$ cat config.mk
export PLATFORM = sky130hd
export DESIGN_NAME = muldiv_seq_flat
export DESIGN_NICKNAME = d
export VERILOG_FILES = /design/src/rtl/muldiv_seq_if.sv /design/src/rtl/muldiv_seq.sv /design/src/flat_wrapper.sv
export SDC_FILE = /design/constraint.sdc
export NUM_CORES = 1
export LEC_CHECK = 0
export ABC_AREA = 1
export CAP_MARGIN = 15
export CORE_ASPECT_RATIO = 0.6
export CORE_MARGIN = 1
export CORE_UTILIZATION = 58
export CTS_CLUSTER_SIZE = 8
export DETAILED_ROUTE_END_ITERATION = 8
export GPL_TIMING_DRIVEN = 0
export PLACE_DENSITY_LB_ADDON = 0.12
export SLEW_MARGIN = 20
export SYNTH_ARGS = -nofsm -noshare
export SYNTH_HDL_FRONTEND = slang
export SYNTH_SLANG_ARGS = --single-unit
$ cat constraint.sdc
create_clock -name clk -period 5.6 [get_ports clk]
set_clock_uncertainty 0.2 [all_clocks]
set_input_delay 1.68 -clock clk [delete_from_list [all_inputs] [get_ports clk]]
set_output_delay 1.68 -clock clk [all_outputs]
set_load 0.1 [all_outputs]
$ cat src/rtl/muldiv_seq_if.sv
// Request/response bundle for muldiv_seq.
//   master: start, op, a, b          -> sequencer
//   slave : ready, done, res_hi, res_lo -> requester
interface muldiv_seq_if;
  logic        start;
  logic        op;
  logic [15:0] a;
  logic [15:0] b;
  logic        ready;
  logic        done;
  logic [15:0] res_hi;
  logic [15:0] res_lo;

  modport master (output start, op, a, b, input ready, done, res_hi, res_lo);
  modport slave  (input start, op, a, b, output ready, done, res_hi, res_lo);
endinterface

$ cat src/rtl/muldiv_seq.sv
// muldiv_seq: 16-cycle unsigned 16x16 multiply (shift-add) and, when
// MULDIV_DIV_EN is defined, restoring divide, both iterating one private
// 16-bit ALU once per cycle.
// Ports:
//   clk  - clock, rising edge
//   rst  - asynchronous active-high reset
//   bus  - muldiv_seq_if.slave: start/op/a/b in, ready/done/res_hi/res_lo out
//          res_hi:res_lo = product, or remainder:quotient for divide
// Config macro: MULDIV_DIV_EN (undefined -> op ignored, multiply only).

// ALU: zb zeroes the b operand, nb inverts it, ic inhibits the carry-in.
module muldiv_alu (
  input  logic [15:0] x,
  input  logic [15:0] y,
  input  logic        ci,
  input  logic        nb,
  input  logic        ic,
  input  logic        zb,
  output logic [15:0] sum,
  output logic        co
);
  logic [15:0] yb;
  always_comb begin
    yb        = zb ? 16'h0000 : (nb ? ~y : y);
    {co, sum} = {1'b0, x} + {1'b0, yb} + {16'h0000, ci & ~ic};
  end
endmodule

module muldiv_seq (
  input  logic          clk,
  input  logic          rst,
  muldiv_seq_if.slave   bus
);
  typedef enum logic [1:0] {IDLE, RUN, DONE} state_t;
  state_t state, nxt;

  logic [3:0]  cnt;
  logic [15:0] acc_hi;   // partial product high half / remainder
  logic [15:0] acc_lo;   // multiplier bits / quotient
  logic [15:0] opnd;     // multiplicand / divisor
  logic        is_div;

  logic [15:0] alu_x, alu_y, alu_sum;
  logic        alu_ci, alu_nb, alu_ic, alu_zb, alu_co;
  logic [15:0] next_hi, next_lo;

`ifdef MULDIV_DIV_EN
  logic op_q;
  assign is_div = op_q;
`else
  logic unused_op;
  assign unused_op = bus.op;
  assign is_div    = 1'b0;
`endif

  // FSM
  always_ff @(posedge clk or posedge rst) begin
    if (rst) state <= IDLE;
    else     state <= nxt;
  end

  always_comb begin
    nxt = state;
    case (state)
      IDLE:    if (bus.start) nxt = RUN;
      RUN:     if (cnt == 4'd15) nxt = DONE;
      DONE:    nxt = IDLE;
      default: nxt = IDLE;
    endcase
  end

  assign bus.ready = (state == IDLE);
  assign bus.done  = (state == DONE);

  // ALU operand / control selection
  always_comb begin
    alu_x  = acc_hi;
    alu_y  = opnd;
    // multiply: add when the current multiplier bit is set, else pass acc_hi
    alu_ci = 1'b0;
    alu_nb = 1'b0;
    alu_ic = ~acc_lo[0];
    alu_zb = ~acc_lo[0];
`ifdef MULDIV_DIV_EN
    if (is_div) begin
      // shifted remainder minus divisor
      alu_x  = {acc_hi[14:0], acc_lo[15]};
      alu_ci = 1'b1;
      alu_nb = 1'b1;
      alu_ic = 1'b0;
      alu_zb = 1'b0;
    end
`endif
  end

  muldiv_alu u_alu (
    .x(alu_x), .y(alu_y), .ci(alu_ci), .nb(alu_nb), .ic(alu_ic), .zb(alu_zb),
    .sum(alu_sum), .co(alu_co)
  );

  // Per-iteration accumulator update
  always_comb begin
    next_hi = {alu_co & acc_lo[0], alu_sum[15:1]};
    next_lo = {alu_sum[0], acc_lo[15:1]};
`ifdef MULDIV_DIV_EN
    if (is_div) begin
      // bit shifted out of rem counts as part of the trial remainder
      next_hi = (acc_hi[15] | alu_co) ? alu_sum : alu_x;
      next_lo = {acc_lo[14:0], acc_hi[15] | alu_co};
    end
`endif
  end

  // Datapath
  always_ff @(posedge clk or posedge rst) begin
    if (rst) begin
      cnt        <= 4'd0;
      acc_hi     <= 16'h0000;
      acc_lo     <= 16'h0000;
      opnd       <= 16'h0000;
      bus.res_hi <= 16'h0000;
      bus.res_lo <= 16'h0000;
`ifdef MULDIV_DIV_EN
      op_q       <= 1'b0;
`endif
    end else begin
      case (state)
        IDLE: if (bus.start) begin
          cnt    <= 4'd0;
          acc_hi <= 16'h0000;
`ifdef MULDIV_DIV_EN
          op_q   <= bus.op;
          acc_lo <= bus.op ? bus.a : bus.b;
          opnd   <= bus.op ? bus.b : bus.a;
`else
          acc_lo <= bus.b;
          opnd   <= bus.a;
`endif
        end
        RUN: begin
          acc_hi <= next_hi;
          acc_lo <= next_lo;
          cnt    <= cnt + 4'd1;
          if (cnt == 4'd15) begin
            bus.res_hi <= next_hi;
            bus.res_lo <= next_lo;
          end
        end
        default: ;
      endcase
    end
  end
endmodule
$ cat src/flat_wrapper.sv
// flat-port wrapper written by rule: the top's interface ports become plain ports
module muldiv_seq_flat 
  (clk, rst, bus_start, bus_op, bus_a, bus_b, bus_ready, bus_done, bus_res_hi, bus_res_lo);
  muldiv_seq_if bus_i ();
  input  logic clk;
  input  logic rst;
  input wire logic [$bits(bus_i.start)-1:0] bus_start;
  input wire logic [$bits(bus_i.op)-1:0] bus_op;
  input wire logic [$bits(bus_i.a)-1:0] bus_a;
  input wire logic [$bits(bus_i.b)-1:0] bus_b;
  output wire logic [$bits(bus_i.ready)-1:0] bus_ready;
  output wire logic [$bits(bus_i.done)-1:0] bus_done;
  output wire logic [$bits(bus_i.res_hi)-1:0] bus_res_hi;
  output wire logic [$bits(bus_i.res_lo)-1:0] bus_res_lo;
  assign bus_i.start = bus_start;
  assign bus_i.op = bus_op;
  assign bus_i.a = bus_a;
  assign bus_i.b = bus_b;
  assign bus_ready = bus_i.ready;
  assign bus_done = bus_i.done;
  assign bus_res_hi = bus_i.res_hi;
  assign bus_res_lo = bus_i.res_lo;
  muldiv_seq u_core (.clk(clk), .rst(rst), .bus(bus_i));
endmodule
=== Word level (Yosys, flattened, before mapping) ===
Cells that the tools add are included.

* $add $sub $neg: 2
* Equality and inequality tests: 5
* Mux-type cells: 10
* Bitwise operators: 1
* Reduce and logical (&&, ||, !) cells: 6

{| class="wikitable"
|+ Operators with widths
! cell !! count
|-
| $pmux W16 S2 || 2
|-
| $mux W16 || 3
|-
| $add A16 B16 Y17 || 1
|-
| $pmux W4 S2 || 1
|-
| $reduce_and A2 Y1 || 4
|-
| $add A4 B1 Y4 const B || 1
|-
| $eq A4 B4 Y1 const B || 1
|-
| $mux W2 || 2
|-
| $mux W4 || 1
|-
| $pmux W2 S2 || 1
|-
| $eq A2 B1 Y1 const B || 1
|-
| $eq A2 B2 Y1 const B || 1
|-
| $logic_not A2 Y1 || 1
|-
| $ne A2 B1 Y1 const B || 1
|-
| $ne A2 B2 Y1 const B || 1
|-
| $reduce_bool A2 Y1 || 1
|-
| $and A1 B1 Y1 || 1
|}

* Flip-flop bits (word level): 86
* Output and inout bits: 34

=== Logic depth before layout (Yosys ltp) ===
* Depth in word-level cells: 4
* Mapped depth: 15
* Depth with buffers taken out: 13

=== By module ===
Synthesis repeated with hierarchy kept, for this count alone.

* Cells, all modules: 651
* Area total of the unflattened synthesis: 4829.6 um^2

{| class="wikitable"
|+ By module, submodules not included
! module !! times used !! cells an instance !! area an instance (um^2)
|-
| muldiv_seq || 1 || 429 || 3602.2
|-
| muldiv_alu || 1 || 222 || 1227.4
|}

=== Worst setup path before layout ===
Ideal clock, no wire load.

* Kind: flip-flop to output port
* From: reg u_core.state[0]
* To: out bus_ready
* Arrival: 1.696 ns
* Required time: 3.720 ns
* Path slack: 2.024 ns
* Cell stages (with the launch flop): 2
* Path buffers: 0
* Cell sequence: dfrtp_1 > nor2_1

* Word-level cells in the longest chain between the ends: 1

{| class="wikitable"
|+ Ends and longest elaborated chain
! element !! line !! RTL
|-
| from (decl) || muldiv_seq.sv:35 || <nowiki>state_t state, nxt;</nowiki>
|-
| from (signal assigned) || muldiv_seq.sv:59 || <nowiki>else state <= nxt;</nowiki>
|-
| $logic_not A2 Y1 || muldiv_seq.sv:72 || <nowiki>assign bus.ready = (state == IDLE);</nowiki>
|-
| to (decl) || flat_wrapper.sv:11 || <nowiki>output wire logic [$bits(bus_i.ready)-1:0] bus_ready;</nowiki>
|}

Every way passes these cells.

=== Worst setup path after layout ===
Ends and elaborated chain as after synthesis.

==> reports/results.ini <==
[placement]
dp_hpwl_um=7850
dp_slack_ns=1.99
dp_cells=701
gp_congestion=0.906
io_buffers=68

[global_routing]
grt_max_degree=60
grt_use_total_pct=29.4
grt_pass1_wl_um=17500
grt_pass1_vias=3528
antenna_found_initial=0
grt.overflow.total=0

[worst_hold_path]
hold_path_class=reg -> reg
hold_depth=2

[yosys]
synth_top_area_cell=dfrtp_1
yosysSeqAreaShare_pct=48.9
synth_nets=582
synthSimpleGateAreaFrac_pct=23.3
synth.avg_cell_area_um2=8.33
synth.top_cell.area_share_pct=48.9
syn_inst=528
synthAdderAreaFrac_pct=5.29
synth-xor-area-share_pct=0.797
synthTopCellsByArea=dfrtp_1, nand2_1, inv_1
synth.area.mux_share_pct=4.10
ys_ff_latch=86
synth_top_family_by_area=simple AND/OR/NAND/NOR gates
synth_compound_area_share_pct=8.79
yosys_warnings=0
netlist_area_um2=4400
yosysUniqueCellTypes=31

[finish]
num-nets-final=662
diodes=0
fin_cells=717
final_layout_size_suffix_gt1_share_pct=9.79
area_growth_pct=25.9

[floorplan]
fp.dieArea_um2=7950
die_y_um=69.5
io_pins=70
core-area_um2=7300
initial_utilization_pct=60.3
chipWidth_um=114
rows=24

[timing]
setup-violations-final=0
slew_headroom_pct=34.2
worst_pin_slew_ns=0.985
fin_crit_sh_pct=70.6
setup_ws_ns=1.65
post-route-min-period_ns=3.95
fin_setup_tns_ns=0
drv_slew=0
fmax_ghz=0.253
whs_ns=0.278
rsz0062_at_grt=false
hold_violations=0

[worst_setup_path]
critPathKind=reg -> out
endpoint=bus_ready
reg2reg_from=u_core.acc_lo[0]$_DFFE_PP0P_
startpoint=u_core.state[0]$_DFFE_PP0P_
timing.rr.end=u_core.bus.res_hi[15]$_DFFE_PP0P_
start_kind=flop
cpPeakStageDelay_ns=1.16
worstPathMaxFanout=3
cp_cell_sequence=nor2_1 > clkdlybuf4s50_1
cp.arrival_ns=2.07
slowest_stage=clkdlybuf4s50_1
endpoint_kind=output pin
r2r_slack_ns=2.54
reg2reg_depth=15
worst-endpoint-required_ns=3.72

[route]
routed_wl_um=10600
postRouteAntennaNets=0
wire_per_inst_um=14.8
dr.pass1.iters=4
drt_iter0_markers=241
vias=3785
drcViolationCount=0
avgViaCountPerCell=5.28

[flow_run]
maxCapViolCount=0

[clock_tree]
htreeDepth=3
clk_path_buf_depth=2
path_clk_slew_ns=0.06
numCtsBuffers=9
cts_resized=0
post_cts_buffers=0
clkLatencyLatePin_ns=0.35
hold_buffers=0
cts_root_buffer=clkbuf_16
tritoncts=built
cts.sink_count=86

[run_status]
status=complete, no violations

[metrics by stage]
stage               util (%)  cell area, um^2
detailed placement      71.8             5240
finish                  75.9             5540
global route            75.9             5540
CTS                     75.9             5540
global placement        71.4             5210
floorplan                  -             4400
[cell usage after synthesis (all sizes together)]
master / number
a21oi: 25
a22o: 5
a31oi: 1
and2: 1
buf: 12
clkbuf: 5
dfrtp: 86
fa: 1
ha: 17
inv: 76
mux2: 16
nand2: 183
nand3: 31
nand3b: 4
nand4: 2
nor2: 16
nor3: 4
o21ai: 17
o22ai: 16
o31ai: 1
or2: 5
xnor2: 1
xor2: 3
[sequential cells by signal, summed over array words and instances, names as in the netlist]
signal             flops
u_core.alu_y          16
u_core.acc_hi         16
u_core.state           2
u_core.cnt             4
u_core.bus.res_hi     16
u_core.acc_lo         16
u_core.bus.res_lo     16
[layout by cell type (no fill, tap or decap), drive strengths merged, types with 2 or more instances in the layout]
master / n
a21oi: 25
a22o: 5
buf: 13
clkbuf: 16
clkdlybuf4s50: 68
clkinv: 3
dfrtp: 86
ha: 17
inv: 77
mux2: 16
nand2: 183
nand3: 31
nand3b: 4
nand4: 2
nor2: 16
nor3: 4
o21ai: 17
o22ai: 16
or2: 5
xor2: 3
[layout make-up]
type                    instances  area [um^2]
plain buffers                  17          103
clock buffers                  11          243
clock inverters                 5         57.6
fillers                       546         1760
inverters                      76          288
multi-input cells             349         1860
flip-flops and latches         86         2150
well taps                     104          130
repair buffers                 69          708
[kinds of logic (layout without fill, tap and decap cells)]
| family | count (synthesis) | in the layout |
|---|---|---|
| and+or+nand+nor | 246 | 246 |
| buffers and inverters | 93 | 178 |
| DFF | 86 | 86 |
| AOI/OAI and AO/OA | 65 | 65 |
| adders and majority gates | 18 | 18 |
| muxes | 16 | 16 |
| xor gates and xnor gates | 4 | 4 |
[worst min-delay path by stage]
stage	start	endpoint	slack (ns)
2_1_floorplan	u_core.acc_hi[7]$_DFFE_PP0P_	u_core.acc_hi[7]$_DFFE_PP0P_	0.26
3_3_place_gp	u_core.bus.res_hi[0]$_DFFE_PP0P_	u_core.bus.res_hi[0]$_DFFE_PP0P_	0.26
3_5_place_dp	u_core.bus.res_hi[3]$_DFFE_PP0P_	u_core.bus.res_hi[3]$_DFFE_PP0P_	0.26
4_1_cts	u_core.bus.res_hi[3]$_DFFE_PP0P_	u_core.bus.res_hi[3]$_DFFE_PP0P_	0.28
5_1_grt	u_core.bus.res_hi[14]$_DFFE_PP0P_	u_core.bus.res_hi[14]$_DFFE_PP0P_	0.30
6_report	u_core.bus.res_hi[3]$_DFFE_PP0P_	u_core.bus.res_hi[3]$_DFFE_PP0P_	0.28
[per-layer routing]
| layer | vias to the layer above | wire, um | global-route usage (%) |
|---|---|---|---|
| met4 | 0 | 137 | 8.80 |
| li1 | 1839 | - | - |
| met5 | - | 0 | 0 |
| met3 | 13 | 814 | 8.13 |
| met1 | 1802 | 5170 | 44.4 |
| met2 | 131 | 4500 | 41.1 |
[worst max-delay path: cells and delay by family (launching register included)]
kind	cells	cell delay [ns]
buffers and inverters	1	1.16
and+or+nand+nor	1	0.18
DFF	1	0.40
Power is left out: the tool's default activity adds up to more than one toggle a clock period on the data nets, which glitch-free logic cannot reach.
